File: config.mk
export PLATFORM = sky130hd
export DESIGN_NAME = csr_seq
export DESIGN_NICKNAME = d
export VERILOG_FILES = /design/src/rtl/csr_pkg.sv /design/src/rtl/csr_rmw_alu.sv /design/src/rtl/csr_seq.sv
export SDC_FILE = /design/constraint.sdc
export NUM_CORES = 1
export LEC_CHECK = 0
export ABC_AREA = 1
export BUFFER_PORTS_ARGS = -buffer_cell sky130_fd_sc_hd__buf_2
export CORE_MARGIN = 3
export CORE_UTILIZATION = 25
export CTS_CLUSTER_SIZE = 30
export DETAILED_ROUTE_END_ITERATION = 6
export PLACE_DENSITY_LB_ADDON = 0.08
export SYNTH_ARGS = -nofsm -noshare
export SYNTH_HDL_FRONTEND = slang
export SYNTH_SLANG_ARGS = --single-unit
File: constraint.sdc
create_clock -name clk -period 1.85 [get_ports clk]
set_input_delay 0.185 -clock clk [delete_from_list [all_inputs] [get_ports clk]]
set_output_delay 0.185 -clock clk [all_outputs]
set_load 0.01 [all_outputs]
File: src/rtl/csr_pkg.sv
// Shared types and constants for the machine-mode CSR sequencer.
package csr_pkg;

  // Machine-mode CSR addresses handled by the sequencer
  localparam logic [11:0] CSR_MSTATUS = 12'h300;
  localparam logic [11:0] CSR_MTVEC   = 12'h305;
  localparam logic [11:0] CSR_MEPC    = 12'h341;
  localparam logic [11:0] CSR_MCAUSE  = 12'h342;

  // Exception code for an environment call from M-mode
  localparam int MCAUSE_ECALL_M = 11;

  // mstatus field positions
  localparam int MSTATUS_MIE    = 3;
  localparam int MSTATUS_MPIE   = 7;
  localparam int MSTATUS_MPP_LO = 11;
  localparam int MSTATUS_MPP_HI = 12;

  // Request opcodes as presented on req_op
  typedef enum logic [2:0] {
    OP_CSRRW = 3'd0,
    OP_CSRRS = 3'd1,
    OP_CSRRC = 3'd2,
    OP_ECALL = 3'd3,
    OP_MRET  = 3'd4
  } csr_op_e;

  // Sequencer states
  typedef enum logic [3:0] {
    IDLE       = 4'd0,
    ACCESS     = 4'd1,
    TRAP_EPC   = 4'd2,
    TRAP_CAUSE = 4'd3,
    TRAP_STAT  = 4'd4,
    TRAP_VEC   = 4'd5,
    MRET_STAT  = 4'd6,
    MRET_EPC   = 4'd7,
    RESP       = 4'd8
  } state_e;

  // Function selector for the read-modify-write datapath
  typedef enum logic [2:0] {
    RMW_WRITE = 3'd0,
    RMW_SET   = 3'd1,
    RMW_CLEAR = 3'd2,
    RMW_TRAP  = 3'd3,
    RMW_MRET  = 3'd4
  } rmw_fn_e;

endpackage

File: src/rtl/csr_rmw_alu.sv
// Combinational read-modify-write datapath: turns an old CSR value and an
// operand into new write data plus a qualifier saying whether to write at all.
module csr_rmw_alu
  import csr_pkg::*;
#(
  parameter int DATA_WIDTH = 64
) (
  input  rmw_fn_e               fn,
  input  logic [DATA_WIDTH-1:0] old,
  input  logic [DATA_WIDTH-1:0] src,
  output logic [DATA_WIDTH-1:0] wdata,
  output logic                  wen_ok
);

  // Compute new CSR value; set/clear with a zero operand must leave the CSR untouched
  always_comb begin
    // NOTE: every output gets a default before the case so no path infers a latch.
    wdata  = old;
    wen_ok = 1'b1;
    case (fn)
      RMW_WRITE: wdata = src;
      RMW_SET: begin
        wdata  = old | src;
        wen_ok = |src;
      end
      RMW_CLEAR: begin
        wdata  = old & ~src;
        wen_ok = |src;
      end
      RMW_TRAP: begin
        wdata[MSTATUS_MPIE]                  = old[MSTATUS_MIE];
        wdata[MSTATUS_MIE]                   = 1'b0;
        wdata[MSTATUS_MPP_HI:MSTATUS_MPP_LO] = 2'b11;
      end
      RMW_MRET: begin
        wdata[MSTATUS_MIE]                   = old[MSTATUS_MPIE];
        wdata[MSTATUS_MPIE]                  = 1'b1;
        wdata[MSTATUS_MPP_HI:MSTATUS_MPP_LO] = 2'b00;
      end
      default: begin
        wdata  = old;
        wen_ok = 1'b0;
      end
    endcase
  end

endmodule

File: src/rtl/csr_seq.sv
// Multi-cycle sequencer driving the single port of the machine-mode CSR file.
// CSR instructions become one read-modify-write cycle; ECALL and MRET expand
// into an ordered series of CSR accesses ending in a PC redirect response.
module csr_seq
  import csr_pkg::*;
#(
  parameter int ADDR_WIDTH = 12,
  parameter int DATA_WIDTH = 64
) (
  input  logic                  clk,
  input  logic                  rst,
  input  logic                  req_valid,
  output logic                  req_ready,
  input  logic [2:0]            req_op,
  input  logic [ADDR_WIDTH-1:0] req_addr,
  input  logic [DATA_WIDTH-1:0] req_src,
  input  logic [DATA_WIDTH-1:0] req_pc,
  output logic                  resp_valid,
  input  logic                  resp_ready,
  output logic [DATA_WIDTH-1:0] resp_rdata,
  output logic                  resp_redirect,
  output logic [DATA_WIDTH-1:0] resp_target,
  output logic                  resp_err,
  output logic [ADDR_WIDTH-1:0] csr_addr,
  output logic                  csr_wen,
  output logic [DATA_WIDTH-1:0] csr_wdata,
  input  logic [DATA_WIDTH-1:0] csr_rdata
);

  localparam logic [ADDR_WIDTH-1:0] A_MSTATUS = ADDR_WIDTH'(CSR_MSTATUS);
  localparam logic [ADDR_WIDTH-1:0] A_MTVEC   = ADDR_WIDTH'(CSR_MTVEC);
  localparam logic [ADDR_WIDTH-1:0] A_MEPC    = ADDR_WIDTH'(CSR_MEPC);
  localparam logic [ADDR_WIDTH-1:0] A_MCAUSE  = ADDR_WIDTH'(CSR_MCAUSE);
  localparam logic [DATA_WIDTH-1:0] VEC_MASK  = ~DATA_WIDTH'(3);

  state_e                state, state_next;
  csr_op_e               op_q;
  logic [ADDR_WIDTH-1:0] addr_q;
  logic [DATA_WIDTH-1:0] src_q;
  logic [DATA_WIDTH-1:0] pc_q;

  logic [DATA_WIDTH-1:0] rdata_q;
  logic [DATA_WIDTH-1:0] target_q;
  logic                  redirect_q;
  logic                  err_q;

  rmw_fn_e               alu_fn;
  logic [DATA_WIDTH-1:0] alu_wdata;
  logic                  alu_wen_ok;
  logic                  accept;
  logic                  op_legal;
  logic                  addr_known;

  assign accept     = req_valid && req_ready;
  assign op_legal   = req_op <= 3'(OP_MRET);
  assign addr_known = (addr_q == A_MSTATUS) || (addr_q == A_MTVEC) ||
                      (addr_q == A_MEPC)    || (addr_q == A_MCAUSE);

  assign req_ready     = (state == IDLE);
  assign resp_valid    = (state == RESP);
  assign resp_rdata    = rdata_q;
  assign resp_target   = target_q;
  assign resp_redirect = redirect_q;
  assign resp_err      = err_q;

  csr_rmw_alu #(
    .DATA_WIDTH (DATA_WIDTH)
  ) u_alu (
    .fn     (alu_fn),
    .old    (csr_rdata),
    .src    (src_q),
    .wdata  (alu_wdata),
    .wen_ok (alu_wen_ok)
  );

  // State register
  always_ff @(posedge clk) begin
    // NOTE: sequential state uses non-blocking assignments so every flop samples pre-edge values.
    if (rst) state <= IDLE;
    else     state <= state_next;
  end

  // Latch the request fields on acceptance
  always_ff @(posedge clk) begin
    if (rst) begin
      op_q   <= OP_CSRRW;
      addr_q <= '0;
      src_q  <= '0;
      pc_q   <= '0;
    end else if (accept) begin
      op_q   <= csr_op_e'(req_op);
      addr_q <= req_addr;
      src_q  <= req_src;
      pc_q   <= req_pc;
    end
  end

  // Next-state logic and register-file port control
  always_comb begin
    state_next = state;
    csr_addr   = '0;
    csr_wen    = 1'b0;
    csr_wdata  = '0;
    alu_fn     = RMW_WRITE;
    case (state)
      IDLE: begin
        if (req_valid) begin
          case (req_op)
            OP_CSRRW, OP_CSRRS, OP_CSRRC: state_next = ACCESS;
            OP_ECALL:                     state_next = TRAP_EPC;
            OP_MRET:                      state_next = MRET_STAT;
            default:                      state_next = RESP;
          endcase
        end
      end
      ACCESS: begin
        case (op_q)
          OP_CSRRW: alu_fn = RMW_WRITE;
          OP_CSRRS: alu_fn = RMW_SET;
          default:  alu_fn = RMW_CLEAR;
        endcase
        csr_addr   = addr_q;
        csr_wen    = addr_known && alu_wen_ok;
        csr_wdata  = alu_wdata;
        state_next = RESP;
      end
      TRAP_EPC: begin
        csr_addr   = A_MEPC;
        csr_wen    = 1'b1;
        csr_wdata  = pc_q;
        state_next = TRAP_CAUSE;
      end
      TRAP_CAUSE: begin
        csr_addr   = A_MCAUSE;
        csr_wen    = 1'b1;
        csr_wdata  = DATA_WIDTH'(MCAUSE_ECALL_M);
        state_next = TRAP_STAT;
      end
      TRAP_STAT: begin
        alu_fn     = RMW_TRAP;
        csr_addr   = A_MSTATUS;
        csr_wen    = alu_wen_ok;
        csr_wdata  = alu_wdata;
        state_next = TRAP_VEC;
      end
      TRAP_VEC: begin
        csr_addr   = A_MTVEC;
        state_next = RESP;
      end
      MRET_STAT: begin
        alu_fn     = RMW_MRET;
        csr_addr   = A_MSTATUS;
        csr_wen    = alu_wen_ok;
        csr_wdata  = alu_wdata;
        state_next = MRET_EPC;
      end
      MRET_EPC: begin
        csr_addr   = A_MEPC;
        state_next = RESP;
      end
      RESP: begin
        if (resp_ready) state_next = IDLE;
      end
      default: state_next = IDLE;
    endcase
    // A reset cycle must never commit a register-file write
    if (rst) csr_wen = 1'b0;
  end

  // Response registers: cleared on accept, filled by the state that produces them
  always_ff @(posedge clk) begin
    if (rst) begin
      rdata_q    <= '0;
      target_q   <= '0;
      redirect_q <= 1'b0;
      err_q      <= 1'b0;
    end else begin
      case (state)
        IDLE: begin
          if (req_valid) begin
            rdata_q    <= '0;
            target_q   <= '0;
            redirect_q <= 1'b0;
            err_q      <= !op_legal;
          end
        end
        ACCESS: begin
          rdata_q <= addr_known ? csr_rdata : '0;
          err_q   <= !addr_known;
        end
        TRAP_VEC: begin
          target_q   <= csr_rdata & VEC_MASK;
          redirect_q <= 1'b1;
        end
        MRET_EPC: begin
          target_q   <= csr_rdata;
          redirect_q <= 1'b1;
        end
        default: ;
      endcase
    end
  end

endmodule

==> reports/qor.txt, run 1 <==
Run status: complete, but fails checks
Failing checks: hold timing, setup timing
Die Area: 52,300 um2
FF-to-FF Start: state[2]
Sequential cell area: 5560 um2
Drt drc: 0
I/O Buffers: 419
H-tree levels: 2
Layout fillers: 5,038
RSZ-0062 raised after global routing: yes
CP Capture Type: output port
Die height: 229 um
Clk_skew: 0.00797 ns
Worst slack at placement: -0.0464 ns
Initial antenna violation count: 4
Routed WL per cell: 18.9 um
FF+latch count, synth: 277
Post-route setup slack: -0.506 ns
CP max stage delay: 0.36 ns
DRT antenna net count: 0
Core box area: 48,300 um2
Total iterations of the first detailed-routing run: 4
Top FF cell, synth: dfxtp_1
Worst Path Required: 1.66 ns
Share of cells above drive strength 1: 30.0%
Worst Hold Slack: -0.00789 ns
DR vias/cell: 4.62
Worst-path cell with the longest stage delay: dfxtp_4
Final setup vio count: 140
Fin. max-slew vios: 0
Lkg Pwr: 9.57 nW
WP data arrival: 2.17 ns
Critical Path End: csr_wdata[4]
DRT iter0 DRCs: 790
Hold Crit Start: req_op[1]
Cell taking the most area after synthesis: dfxtp_1
Synth Area per Inst: 6.58 um2
Initial Util: 25.6%
Nets@finish: 2,734
Min cycle time layout: 2.36 ns
Post-Layout Cell Count: 3,207
I/O Pins: 420
Flop2flop setup slack: -0.18 ns
Root Buffer: clkbuf_16
Dpl hpwl: 38,200 um
Rows: 80
Vias: 14,800
Warnings from Yosys: 0
P&R area growth vs syn: 66.1%
Syn_nets: 2,096
Die W: 229 um
Routability Congestion: 0.832
Peak supply drop: 0.479 mV
Worst path most repeated cell: nand2_1
Hold/Removal Path Class: primary input to flop
Setup crit start: state[2]
Dpl cells: 2,885
End-of-flow core utilization: 42.6%
Post-synth ARST share: 0%
Post-Syn Instances: 1,885
Cell area power density: 1030 nW/um2
Max FO, Critical Path: 8
All-layer global routing usage: 21.5%
Reg2Reg Depth: 13
Worst r2r dst: resp_rdata[34]
Hold Violations, Final: 1
Post-synth EDFFs: 0
Commonest cells in the netlist: 791 x nand2_1, 277 x a21oi_1, 277 x dfxtp_1
Clock Tree Buf Depth: 3
Synth area leaders: dfxtp_1 45%, nand2_1 24%, a21oi_1 11%, nand3_1 5.7%, o21ai_0 3.8%
Setup crit start kind: flop
Relative slew slack: 66.8%
Clock transition at the registers of the reported paths: 0.06 ns
CTS tree: yes
Worst-Margin Slew: 0.498 ns
Fmax: 424 MHz
CTS Buf Count: 37
Worst-Skew Late Latency: 0.54 ns
Critical path class: flop to output port
Total gr overflow: 0
Area of the multi-input gates: 6640 um2
Mapped cell area: 12,400 um2
Drt total wl: 60,700 um
Distinct cells, synth: 26
Largest net degree at the start of global routing: 87
Top cell type's share of synthesized area: 44.7%
Part of the cycle the worst path needs: 127%
Max Cap Viol: 0
Most frequent cell after synthesis: nand2_1
Sequential-to-total area share from yosys stat: 44.7%
Total Power: 0.0212 W
Worst path cell trace: nor2_4 > nand2_4 > a31oi_4 > buf_12 > buf_12 > nand2_1 > nand2_1 > nand2_1 > nand2_1 > nand2_1 > nand2_1 > buf_6
First-pass GRT wire length: 88,300 um
Vias in the first global route: 14,800
CTS Sinks: 277
how the worst min path moves through the flow:
stage                           endpoint  slack [ns]  cells past startpoint
final                            op_q[1]      -0.008                      3
after global routing             op_q[1]       0.002                      3
after CTS                       state[2]       0.004                      4
after detailed placement        pc_q[46]        0.44                      3
after global placement          pc_q[59]        0.44                      3
after floorplan           resp_rdata[10]        0.33                      2
per-layer routing:
| layer | GRT usage [%] | share of wire, % |
|---|---|---|
| met5 | 0 | 0 |
| met3 | 4.32 | 5.4 |
| met4 | 6.93 | 2.8 |
| met1 | 27.0 | 44 |
| met2 | 36.9 | 48 |
metrics by stage:
step           setup TNS (ns)  instance area (um2)
6_report               -39.14                20600
5_1_grt                -53.41                20600
3_5_place_dp           -0.433                15500
2_1_floorplan               0                12400
3_3_place_gp          -0.0799                15500
4_1_cts                -32.54                19400
sequential cells by signal, summed over array words and instances, names as in the netlist:
signal / count
resp_err: 1
src_q: 64
op_q: 3
resp_target: 64
state: 4
resp_rdata: 64
pc_q: 64
resp_redirect: 1
addr_q: 12
power by group:
part	internal [W]	total [W]	switching, W
clock	0.00472	0.00754	0.00282
sequential	0.00660	0.00701	0.000410
combinational	0.00262	0.00663	0.00401
cell type report:
| type | instances | area share (%) |
|---|---|---|
| timing repair buffer | 731 | 28.8 |
| clock buffer | 55 | 5.46 |
| clock inverter | 8 | 0.681 |
| tap | 656 | 3.99 |
| multi-input combinational | 1380 | 32.2 |
| sequential | 277 | 27.0 |
| antenna | 4 | 0.0486 |
| inverter | 96 | 1.82 |
critical path: cells and delay by family, from the launching register on:
family,cells,cell delay [ns]
AOI/OAI and AO/OA,1,0.18
DFF,1,0.36
buffers and inverters,3,0.46
and+or+nand+nor,8,0.62
timing repair:
action,in CTS,in global routing
buffers inserted,13,24
gates resized for setup,77,218
hold endpoints to repair,269,0
endpoints found under the setup margin,133,159
cloned,7,10
hold buffers,206,0
pin swaps,7,55
placed cells by master (no fill, tap or decap), drive strengths merged, types with 2 or more instances in the layout:
cell / synthesis / final
inv: 95 / 96
o211ai: 2 / 2
a31oi: 2 / 2
bufbuf: 0 / 3
o21ai: 94 / 94
dfxtp: 277 / 277
nor2: 59 / 59
clkinv: 1 / 4
clkbuf: 68 / 63
a21oi: 277 / 277
bufinv: 0 / 4
buf: 64 / 514
dlygate4sd3: 0 / 206
diode: 0 / 4
nand2: 794 / 794
nor3: 7 / 7
nand3: 141 / 141
logic make-up (layout without fill, tap and decap cells):
kind of cell	after synthesis	after routing	share of synthesized area [%]
AO/OA/AOI/OAI	378	378	15.5
buffers and inverters	228	890	7.57
flip-flops	277	277	44.7
other	0	4	0
AND/OR/NAND/NOR	1002	1002	32.2
No activity file was read; power rests on OpenSTA's default activity.
==> inputs of run 2 (changes only) <==
--- a/config.mk
+++ b/config.mk
@@ -5,12 +5,11 @@
 export SDC_FILE = /design/constraint.sdc
 export NUM_CORES = 1
 export LEC_CHECK = 0
-export ABC_AREA = 1
 export BUFFER_PORTS_ARGS = -buffer_cell sky130_fd_sc_hd__buf_2
 export CORE_MARGIN = 3
 export CORE_UTILIZATION = 25
-export CTS_CLUSTER_SIZE = 30
 export DETAILED_ROUTE_END_ITERATION = 6
+export HOLD_SLACK_MARGIN = 0.05
 export PLACE_DENSITY_LB_ADDON = 0.08
 export SYNTH_ARGS = -nofsm -noshare
 export SYNTH_HDL_FRONTEND = slang
==> reports/qor.txt, run 2 <==
Run status: complete, but fails checks
Failing checks: setup timing
Fmax: 400 MHz
Clock transition at the registers of the reported paths: 0.06 ns
Part of the cycle the worst path needs: 135%
Top FF cell, synth: dfxtp_1
Cell area power density: 911 nW/um2
Layout fillers: 4,738
Nets@finish: 2,344
Min cycle time layout: 2.50 ns
CTS Buf Count: 36
Fin. max-slew vios: 0
Hold endpoint: state[1]
Comb pwr share: 24.3%
Max Cap Viol: 0
Worst Hold Slack: 0.393 ns
First-pass GRT wire length: 83,800 um
Lkg Pwr: 9.12 nW
DR vias/cell: 4.90
Fin Setup TNS: -46.18 ns
Final Instance Area: 19,700 um2
Post-place instance area: 15,300 um2
Drt drc: 0
Share of cells above drive strength 1: 30.9%
Top cell type's share of synthesized area: 46.8%
Die Area: 50,100 um2
Worst Path Required: 1.66 ns
Most frequent cells in the layout: 402 x buf_2, 358 x nand2_1, 271 x dfxtp_1
Clock share of power: 38.9%
Sequential share of power: 36.7%
Cell taking the most area after synthesis: dfxtp_1
Worst-Margin Slew: 0.739 ns
Warnings from Yosys: 0
CTS Sinks: 277
Root Buffer: clkbuf_16
Rows: 79
Initial Util: 25.4%
Max FO, Critical Path: 18
Worst-path cell with the longest stage delay: or3b_4
Routed WL per cell: 21.3 um
Worst r2r dst: resp_rdata[56]
Commonest cells in the netlist: 359 x nand2_1, 277 x dfxtp_1, 163 x a21oi_1
I/O Pins: 420
Drt total wl: 58,800 um
Post-synth EDFFs: 0
H-tree levels: 2
FF-to-FF Start: state[3]
Setup crit start kind: flop
Vias in the first global route: 13,400
Final setup vio count: 139
Synth Area per Inst: 8.07 um2
Hold/Removal Path Class: primary input to flop
Worst-Skew Late Latency: 0.54 ns
Routability Congestion: 0.852
Initial antenna violation count: 1
Total iterations of the first detailed-routing run: 5
WP data arrival: 2.31 ns
Synth area leaders: dfxtp_1 47%, nand2_1 11%, a21oi_1 6.9%, a32oi_1 4.8%, a2bb2oi_1 4.6%
Most frequent cell after synthesis: nand2_1
Hold Violations, Final: 0
Die height: 224 um
Clk_skew: 0.0213 ns
FF+latch count, synth: 277
Flop2flop setup slack: -0.12 ns
Hold Crit Start: req_valid
Distinct cells, synth: 44
Mapped cell area: 11,900 um2
Hold Path Depth: 4
RSZ-0062 raised after global routing: yes
Critical path class: flop to output port
Sw Share: 29.6%
Dpl hpwl: 38,200 um
Switching pwr: 0.00531 W
Worst path cell trace: or3b_4 > and3_4 > buf_12 > a22o_1 > a21o_1 > buf_2
CP delay by family, top: simple AND/OR/NAND/NOR gates
CP max stage delay: 0.42 ns
P&R area growth vs syn: 66.0%
Clock Tree Buf Depth: 3
Post-route setup slack: -0.648 ns
Buffers plus inverters on the worst setup path: 2
CTS tree: yes
Internal power: 0.0126 W
Post-synth ARST share: 0%
Largest net degree at the start of global routing: 138
All-layer global routing usage: 21.5%
Reg2Reg Depth: 9
Syn_nets: 1,680
DRT antenna net count: 0
I/O Buffers: 419
Commonest non-fill, non-tap cell in the layout: buf_2
Post-Syn Instances: 1,469
Sequential-to-total area share from yosys stat: 46.8%
Core box area: 46,700 um2
Peak supply drop: 0.556 mV
Die W: 224 um
CP Capture Type: output port
DRT iter0 DRCs: 842
Total gr overflow: 0
Vias: 13,500
Relative slew slack: 50.7%
## run 2: through the flow
stage	instances	worst slack, ns	utilization, %	total power (W)
final	2764	-0.648	42.2	0.0179
after global routing	2764	-0.733	42.2	0.0188
after CTS	2740	-0.668	40.6	0.0175
after detailed placement	2458	-0.362	32.9	0.00996
after global placement	2458	-0.406	32.9	0.00996
after floorplan	1469	0.00873	-	0.00823
## run 2: worst max-delay path by stage
stage	start	endpoint	slack, ns	cells past startpoint
6_report	state[2]	csr_wdata[2]	-0.65	6
5_1_grt	state[3]	csr_wdata[2]	-0.73	7
4_1_cts	state[2]	csr_wdata[2]	-0.67	6
3_5_place_dp	src_q[2]	csr_wen	-0.36	6
3_3_place_gp	src_q[2]	csr_wen	-0.41	6
2_1_floorplan	state[2]	csr_wdata[45]	0.009	7
## run 2: logic make-up after synthesis
| logic type | count (synthesis) | share of synthesized area, % |
|---|---|---|
| simple gates | 560 | 19.5 |
| flops | 277 | 46.8 |
| compound gates | 490 | 28.4 |
| buf+inv | 141 | 5.27 |
| xor+xnor | 1 | 0.0739 |
## run 2: power groups by stage
stage	clock network (W)	registers (W)	logic (W)
finish	0.00698	0.00658	0.00436
global route	0.00745	0.00662	0.00468
CTS	0.00718	0.00657	0.00379
detailed placement	0	0.00669	0.00327
global placement	0	0.00669	0.00327
floorplan	0	0.00660	0.00164
## run 2: area by class of cell
type	count	area (um2)	area share, %
repair buffers	763	6130	31.2
clock buffers	54	1070	5.44
well taps	607	759	3.86
inverters	1	3.75	0.0191
multi-input cells	1054	6060	30.8
clock inverters	7	85.1	0.432
diodes	1	2.50	0.0127
flip-flops and latches	277	5560	28.3
## run 2: per-layer routing
layer | vias to the layer above | global-route usage (%) | share of wire, %
li1 | 6534 | - | -
met1 | 6467 | 28.3 | 45
met2 | 456 | 35.7 | 47
met3 | 81 | 4.51 | 5.6
met4 | 0 | 6.00 | 2.4
met5 | - | 0 | 0
## run 2: worst reg2reg max path, cell delays in order, from the launching register on
cell and delay (ns):
dfxtp_2 0.34, buf_6 0.18, nor4_4 0.30, buf_4 0.19, buf_12 0.17, a21oi_4 0.08
buf_4 0.17, clkbuf_16 0.18, a32oi_1 0.16, nor2_1 0.06
## run 2: what timing repair did
| action | CTS | global route |
|---|---|---|
| endpoints found under the hold margin | 274 | 0 |
| hold buffers | 210 | 0 |
| resized for setup | 57 | 100 |
| setup buffers | 10 | 3 |
| endpoints found under the setup margin | 150 | 293 |
| pin swaps | 6 | 3 |
| cloned | 2 | 20 |
==> inputs of run 3 (changes only) <==
--- a/config.mk
+++ b/config.mk
@@ -6,9 +6,9 @@
 export NUM_CORES = 1
 export LEC_CHECK = 0
 export BUFFER_PORTS_ARGS = -buffer_cell sky130_fd_sc_hd__buf_2
-export CORE_MARGIN = 3
-export CORE_UTILIZATION = 25
+export CORE_AREA = 3 3 163 165
 export DETAILED_ROUTE_END_ITERATION = 6
+export DIE_AREA = 0 0 166 168
 export HOLD_SLACK_MARGIN = 0.05
 export PLACE_DENSITY_LB_ADDON = 0.08
 export SYNTH_ARGS = -nofsm -noshare
==> reports/qor.txt, run 3 (synthesis results as in run 2) <==
Hold endpoint: resp_target[11]
Commonest non-fill, non-tap cell in the layout: buf_2
Rows: 58
I/O Pins: 420
Cell area power density: 884 nW/um2
Drt drc: 0
Setup crit start kind: flop
Fmax: 384 MHz
DR vias/cell: 5.84
Vias in the first global route: 13,700
Initial Util: 47.1%
Layout fillers: 1,824
DRT iter0 DRCs: 1,698
Vias: 14,300
CTS Sinks: 277
Die height: 168 um
Dpl cells: 2,143
Worst path cell trace: buf_6 > nor4b_4 > buf_4 > buf_12 > o31ai_4 > buf_6 > o21ai_0 > a21o_1 > buf_2
Worst slack at placement: -0.183 ns
Routed WL per cell: 21.7 um
All-layer global routing usage: 34.2%
Core box area: 25,200 um2
Hold Path Depth: 2
Relative slew slack: 68.3%
Die W: 166 um
Die Area: 27,900 um2
Sequential cell area: 5550 um2
Total gr overflow: 0
Max Cap Viol: 0
Critical path class: flop to output port
Worst r2r dst: resp_rdata[6]
First-pass GRT wire length: 77,300 um
H-tree levels: 1
Nets@finish: 2,303
Total Power: 0.0167 W
Share of cells above drive strength 1: 30.3%
Area of the multi-input gates: 6040 um2
Hold/Removal Path Class: primary input to flop
CP delay by family, top: buffers and inverters
Failing checks: setup timing
Fin. max-slew vios: 0
Lkg Pwr: 8.85 nW
Worst-path cell with the longest stage delay: dfxtp_2
Initial antenna violation count: 1
RSZ-0062 raised after global routing: yes
Routability Congestion: 0.902
Drt total wl: 53,200 um
Worst Hold Slack: 0.132 ns
FF-to-FF Start: state[3]
CTS Buf Count: 30
Largest net degree at the start of global routing: 78
Root Buffer: clkbuf_16
Worst path most repeated cell: buf_6
Final setup vio count: 97
Hold Crit Start: rst
Most frequent cells in the layout: 402 x buf_2, 357 x nand2_1, 273 x dfxtp_1
Peak supply drop: 0.570 mV
WP data arrival: 2.42 ns
P&R area growth vs syn: 59.9%
CP max stage delay: 0.34 ns
Min cycle time layout: 2.60 ns
Hold Violations, Final: 0
CTS tree: yes
Flop2flop setup slack: -0.10 ns
Post-Layout Cell Count: 2,447
Clock Tree Buf Depth: 3
Total iterations of the first detailed-routing run: 5
Dpl hpwl: 31,300 um
Run status: complete, but fails checks
Clk_skew: 0.0122 ns
Buffers plus inverters on the worst setup path: 5
Max FO, Critical Path: 15
Worst-Skew Late Latency: 0.55 ns
Fin Setup TNS: -48.44 ns
Reg2Reg Depth: 10
CP Capture Type: output port
Post-route setup slack: -0.754 ns
DRT antenna net count: 0
Clock transition at the registers of the reported paths: 0.07 ns
I/O Buffers: 419
Worst Path Required: 1.66 ns
Worst-Margin Slew: 0.476 ns
Part of the cycle the worst path needs: 141%
==> run 3: worst max path at each step <==
stage,slack [ns],cells past startpoint,start,endpoint
2_1_floorplan,0.009,7,state[2],csr_wdata[45]
3_3_place_gp,-0.13,6,state[2],csr_wdata[28]
3_5_place_dp,-0.18,8,state[3],csr_wdata[45]
4_1_cts,-0.69,9,state[2],csr_wdata[45]
5_1_grt,-0.84,9,state[3],csr_wdata[34]
6_report,-0.75,9,state[3],csr_wdata[34]
==> run 3: layout make-up <==
type / instances / area share, %
diodes: 1 / 0.0132
clock buffers: 43 / 4.81
clock inverters: 13 / 0.812
inverters: 1 / 0.0198
multi-input cells: 1051 / 31.9
flip-flops and latches: 277 / 29.3
well taps: 330 / 2.18
repair buffers: 731 / 31.0
==> run 3: where the power goes <==
group,switching (W),internal (W)
clock network,0.00251,0.00384
logic,0.00204,0.00175
registers,0.000326,0.00628
==> run 3: metrics by stage <==
| stage | area (um2) | utilization, % |
|---|---|---|
| after global routing | 18900 | 75.2 |
| after detailed placement | 14500 | 57.7 |
| after floorplan | 11900 | - |
| after CTS | 18400 | 73.0 |
| after global placement | 14500 | 57.7 |
| final | 18900 | 75.2 |
==> run 3: timing repair <==
action,in CTS,in global routing
cloned,8,11
pin swaps,23,4
hold endpoints to repair,272,0
buffers inserted,18,5
hold buffers,208,0
endpoints found under the setup margin,137,216
gates resized for setup,87,68
==> run 3: metal layers <==
| metal | GRT usage (%) | part of all wire (%) | vias to the layer above |
|---|---|---|---|
| met5 | 0 | 0 | - |
| met4 | 15.3 | 5.0 | 0 |
| met3 | 6.36 | 9.1 | 196 |
| met2 | 58.4 | 47 | 930 |
| met1 | 42.2 | 39 | 6718 |
| li1 | - | - | 6452 |
